**src/rtl/score_keeper.sv**
```systemverilog
// score_keeper: multi-digit BCD point counter with edge-detected hits, win latch,
// one-cycle playfield restart pulse and active-low 7-segment digit drive.
module score_keeper #(
    parameter int NUM_DIGITS = 2,
    parameter int WIN_SCORE  = 7
) (
    input  logic                    clock,
    input  logic                    reset,
    input  logic                    dir,
    input  logic                    led,
    input  logic                    clear,
    output logic                    freset,
    output logic                    win,
    output logic [4*NUM_DIGITS-1:0] score_bcd,
    output logic [7*NUM_DIGITS-1:0] score_seg
);
    typedef enum logic {PLAY, WON} state_t;

    function automatic logic [4*NUM_DIGITS-1:0] to_bcd(input int v);
        logic [4*NUM_DIGITS-1:0] r;
        int                      x;
        x = v;
        for (int i = 0; i < NUM_DIGITS; i++) begin
            r[4*i+:4] = 4'(x % 10);
            x = x / 10;
        end
        return r;
    endfunction

    function automatic logic [6:0] seg7(input logic [3:0] d);
        case (d)
            4'd0:    return 7'b1000000;
            4'd1:    return 7'b1111001;
            4'd2:    return 7'b0100100;
            4'd3:    return 7'b0110000;
            4'd4:    return 7'b0011001;
            4'd5:    return 7'b0010010;
            4'd6:    return 7'b0000010;
            4'd7:    return 7'b1111000;
            4'd8:    return 7'b0000000;
            4'd9:    return 7'b0010000;
            default: return 7'b1111111;
        endcase
    endfunction

    if (NUM_DIGITS < 1 || NUM_DIGITS > 4 || WIN_SCORE < 1 || WIN_SCORE > 10**NUM_DIGITS - 1) begin : g_bad_param
        $error("score_keeper: illegal NUM_DIGITS/WIN_SCORE");
    end

    localparam logic [4*NUM_DIGITS-1:0] WIN_BCD = to_bcd(WIN_SCORE);

    state_t                  state_q;
    logic [4*NUM_DIGITS-1:0] score_q, score_d;
    logic                    win_q, freset_q, hit_q;
    logic                    hit, point, carry, nz;

    assign hit   = led & dir;
    assign point = hit & ~hit_q;

    // Ripple-carry BCD increment; WIN_SCORE caps the count before any wrap.
    always_comb begin
        score_d = score_q;
        carry   = 1'b1;
        for (int i = 0; i < NUM_DIGITS; i++) begin
            score_d[4*i+:4] = (carry && score_q[4*i+:4] == 4'd9) ? 4'd0 : score_q[4*i+:4] + {3'd0, carry};
            carry = carry && score_q[4*i+:4] == 4'd9;
        end
    end

    always_ff @(posedge clock) begin
        if (!reset) begin
            state_q  <= PLAY;
            score_q  <= '0;
            win_q    <= 1'b0;
            freset_q <= 1'b0;
            hit_q    <= 1'b0;
        end else begin
            hit_q    <= hit;
            freset_q <= 1'b0;
            if (clear) begin
                state_q <= PLAY;
                score_q <= '0;
                win_q   <= 1'b0;
            end else if (state_q == PLAY && point) begin
                score_q  <= score_d;
                freset_q <= 1'b1;
                if (score_d == WIN_BCD) begin
                    state_q <= WON;
                    win_q   <= 1'b1;
                end
            end
        end
    end

    // Blank a digit while it and every digit above it are zero.
    always_comb begin
        score_seg = '1;
        nz        = 1'b0;
        for (int i = NUM_DIGITS - 1; i >= 0; i--) begin
            nz = nz | (score_q[4*i+:4] != 4'd0);
            score_seg[7*i+:7] = nz ? seg7(score_q[4*i+:4]) : 7'b1111111;
        end
    end

    assign score_bcd = score_q;
    assign win       = win_q;
    assign freset    = freset_q;
endmodule

```
**config.mk**
```make
export PLATFORM = sky130hd
export DESIGN_NAME = score_keeper
export DESIGN_NICKNAME = d
export VERILOG_FILES = /design/src/rtl/score_keeper.sv
export SDC_FILE = /design/constraint.sdc
export NUM_CORES = 1
export LEC_CHECK = 0
export CORE_MARGIN = 10
export CORE_UTILIZATION = 40
export CTS_CLUSTER_DIAMETER = 40
export DETAILED_ROUTE_END_ITERATION = 12
export PLACE_DENSITY_LB_ADDON = 0.05
export SLEW_MARGIN = 40
export SYNTH_ARGS = -nofsm -noshare
export SYNTH_HDL_FRONTEND = slang
export SYNTH_SLANG_ARGS = --single-unit
```
**constraint.sdc**
```tcl
create_clock -name clock -period 2.5 [get_ports clock]
set_input_delay 0.25 -clock clock [delete_from_list [all_inputs] [get_ports clock]]
set_output_delay 0.25 -clock clock [all_outputs]
set_load 0.01 [all_outputs]
```
==> reports/qor.yml <==
detailed_routing:
  final_routed_wirelength_across_all_metal_layers_mm: 3.55
  first_pass_iters: 4
  post_drt_via_cell_ratio: 5.10
  via_count: 1281
  post-route-drc-count: 0
  initialDrtViolationCount: 51
  route.antenna.remaining_nets: 0
  wl_per_cell_um: 14.2
timing:
  worst_margin_slew_ns: 0.374
  hold_violations: 0
  rsz_0062_raised_after_global_routing: "false"
  final-max-slew-violation-count: 0
  slew_headroom_pct: 74.9
  finalCriticalPeriod_ns: 2.36
  fin_setup_tns_ns: 0
  finClkSkew_ns: 0.00488
  maxClockFrequency_ghz: 0.424
  setup-violations-final: 0
  period_share_pct: 94.2
clock_network:
  clkTransAtPathRegs_ns: 0.09
  cts_made_buffers: 3
  clkLatencyLatePin_ns: 0.27
  cts_tree: "built"
  clock_path_buffers: 2
  clockRootBuffer: "sky130_fd_sc_hd__clkbuf_8"
  ctsHtreeMaxLevel: 1
  post_cts_hold_buffer_count: 0
  cts_sinks: 25
critical_path:
  timing.critical_path.buf_inv: 3
  cp-start-kind: "flop"
  reg2reg_slack_ns: 0.14
  cp_max_fo: 8
  critical-path-max-stage-delay_ns: 0.35
  timing.critical_path.mode_cell: "sky130_fd_sc_hd__inv_1"
  timing.critical_path.to_type: "flop"
  setup.worst_path.class: "reg2reg"
  arrival_ns: 2.50
  crit_path_cell_trace: "inv_1, ha_2, nand3b_4, inv_1, ha_1, ha_4, and4bb_2, o311ai_4, nand2_2, buf_12, mux2i_1, a21oi_1"
  required_ns: 2.64
  critical_path.top_delay_family: "adder cells"
  worst_path_max_delay_cell: "sky130_fd_sc_hd__dfxtp_2"
yosys:
  synth_compound_gate_area_share_pct: 17.5
  yosys_warnings: 0
  synth-seq-cells: 25
  postSynthCellCount: 166
  synth_edf_count: 0
  async_flop_share_pct: 0
  synthDistinctLibCells: 50
  synth-xor-area-share_pct: 1.13
  synth-adder-area-share_pct: 12.9
  post_syn_area_per_cell_um2: 9.34
  proportion_of_synthesized_area_in_mux_cells_pct: 4.60
  netlist_area_um2: 1550
  yosys_most_used_dff: "sky130_fd_sc_hd__dfxtp_1"
  dominant_combinational_cell_family_by_area_after_synthesis: "simple AND/OR/NAND/NOR gates"
  synth_simple_gate_area_share_pct: 25.1
  seq_area_frac_synth_pct: 32.3
  synthesis.nets: 187
floorplan:
  die_area_um2: 6770
  die_width_um: 82.3
  floorplan.initialDensity_pct: 41.7
  fp.coreArea_um2: 3720
  die-height_um: 82.3
  design.portCount: 29
  row_count: 22
layout:
  antenna_cells: 0
  postLayoutCoreUtil_pct: 54.2
  drive_gt1_share_pct: 20.7
  area_growth_from_synthesis_to_layout_pct: 29.9
  num-fill-cells: 358
  regArea_um2: 502
  fin_nets: 225
  multi_input_gate_area_in_the_final_layout_um2: 978
power:
  static-leakage-power_nw: 0.906
  power.density_nw_per_um2: 356
  peakVddDrop_mv: 0.157
placed_design:
  port_buffers: 28
  hpwlAfterDp_mm: 2.85
  globalplace.congestion: 0.811
grt:
  global_route.overflow_total: 0
  antenna_found_initial: 0
  grt_use_total_pct: 11.2
  first_pass_grt_wire_length_mm: 6.07
  first_global_vias: 1312
  largest_net_degree_at_the_start_of_global_routing: 15
job:
  cap_violations: 0
hold_path:
  timing.hold.worst.class: "reg2reg"
run_status:
  run_status: "finished clean"
## worst min-delay path, stage by stage (launching register included)
cell,delay [ns]
sky130_fd_sc_hd__dfxtp_2,0.35
sky130_fd_sc_hd__nand2_1,0.07
sky130_fd_sc_hd__a21oi_1,0.06
## timing repair
| item | CTS | global route |
|---|---|---|
| buffers inserted | 0 | 1 |
| endpoints found under the hold margin | 0 | 0 |
| resized for setup | 2 | 4 |
| setup endpoints to repair | 9 | 15 |
## worst paths after layout
path,from,endpoint,cells past startpoint
setup / recovery,score_bcd[1]$_SDFFE_PP0N_,flop,12
hold / removal,score_bcd[1]$_SDFFE_PP0N_,score_bcd[1]$_SDFFE_PP0N_,2
setup reg to reg,score_bcd[1]$_SDFFE_PP0N_,flop,12
hold reg to reg,score_bcd[1]$_SDFFE_PP0N_,score_bcd[1]$_SDFFE_PP0N_,2
## layer usage
metal,GRT usage [%],wire (um),vias up
li1,-,-,649
met1,12.6,1460,608
met2,19.9,1860,22
met3,3.02,211,2
met4,3.57,17,0
met5,0,0,-
## cells by family after synthesis
logic type / after synthesis
AO/OA/AOI/OAI: 35
XOR/XNOR: 2
adder cells (fa/ha/maj): 16
buffers and inverters: 21
flip-flops: 25
multiplexers: 7
AND/OR/NAND/NOR: 60
## cell usage after synthesis (2+ instances only)
master,number,area share (%)
sky130_fd_sc_hd__dfxtp_1,25,32
sky130_fd_sc_hd__ha_1,16,13
sky130_fd_sc_hd__inv_1,15,3.6
sky130_fd_sc_hd__a21oi_1,12,3.9
sky130_fd_sc_hd__nand2b_1,9,3.6
sky130_fd_sc_hd__o21ai_0,9,2.9
sky130_fd_sc_hd__nor2_1,7,1.7
sky130_fd_sc_hd__or2_2,7,2.8
sky130_fd_sc_hd__mux2i_1,6,3.9
sky130_fd_sc_hd__nand3_1,6,1.9
sky130_fd_sc_hd__nand2_1,5,1.2
sky130_fd_sc_hd__and3_1,4,1.6
sky130_fd_sc_hd__nor3_1,4,1.3
sky130_fd_sc_hd__buf_6,2,1.5
sky130_fd_sc_hd__nand4_1,2,0.81
sky130_fd_sc_hd__nor2b_1,2,0.81
sky130_fd_sc_hd__o211ai_1,2,0.97
## report_power, final
part	internal (mW)	switching [mW]
registers	0.405	0.00259
logic	0.0354	0.0347
clock network	0.111	0.129
## placed cells by master (no fill, tap or decap), types with 2 or more instances in the layout
cell / netlist / layout
sky130_fd_sc_hd__inv_1: 15 / 15
sky130_fd_sc_hd__nor3_1: 4 / 3
sky130_fd_sc_hd__nand4_1: 2 / 2
sky130_fd_sc_hd__ha_1: 16 / 14
sky130_fd_sc_hd__and3_1: 4 / 4
sky130_fd_sc_hd__o21ai_0: 9 / 9
sky130_fd_sc_hd__a21oi_1: 12 / 12
sky130_fd_sc_hd__nand2_1: 5 / 5
sky130_fd_sc_hd__o211ai_1: 2 / 2
sky130_fd_sc_hd__buf_4: 1 / 9
sky130_fd_sc_hd__dfxtp_1: 25 / 24
sky130_fd_sc_hd__nor2_1: 7 / 7
sky130_fd_sc_hd__clkbuf_8: 0 / 3
sky130_fd_sc_hd__mux2i_1: 6 / 5
sky130_fd_sc_hd__nor2b_1: 2 / 2
sky130_fd_sc_hd__nand2b_1: 9 / 9
sky130_fd_sc_hd__clkdlybuf4s50_1: 0 / 28
sky130_fd_sc_hd__nand3_1: 6 / 5
sky130_fd_sc_hd__or2_2: 7 / 7
## area by class of cell
cell class / instances / area share, %
inverter: 16 / 2.98
timing repair buffer: 38 / 18.3
clock inverter: 1 / 0.248
tap: 48 / 2.98
multi-input combinational: 120 / 48.6
clock buffer: 3 / 2.05
sequential: 25 / 24.9
## stage by stage
stage	setup WS [ns]	cell area, um2	power (mW)	std cells	hold WS, ns
final	0.144	2010	0.717	251	0.528
after global routing	0.00458	2010	0.752	251	0.583
after detailed placement	0.00556	1930	0.487	246	0.534
after global placement	0.142	1930	0.485	246	0.521
after CTS	0.0122	1980	0.730	250	0.533
after floorplan	0.155	1550	0.454	166	0.396
(Power assumes the default switching activity.)
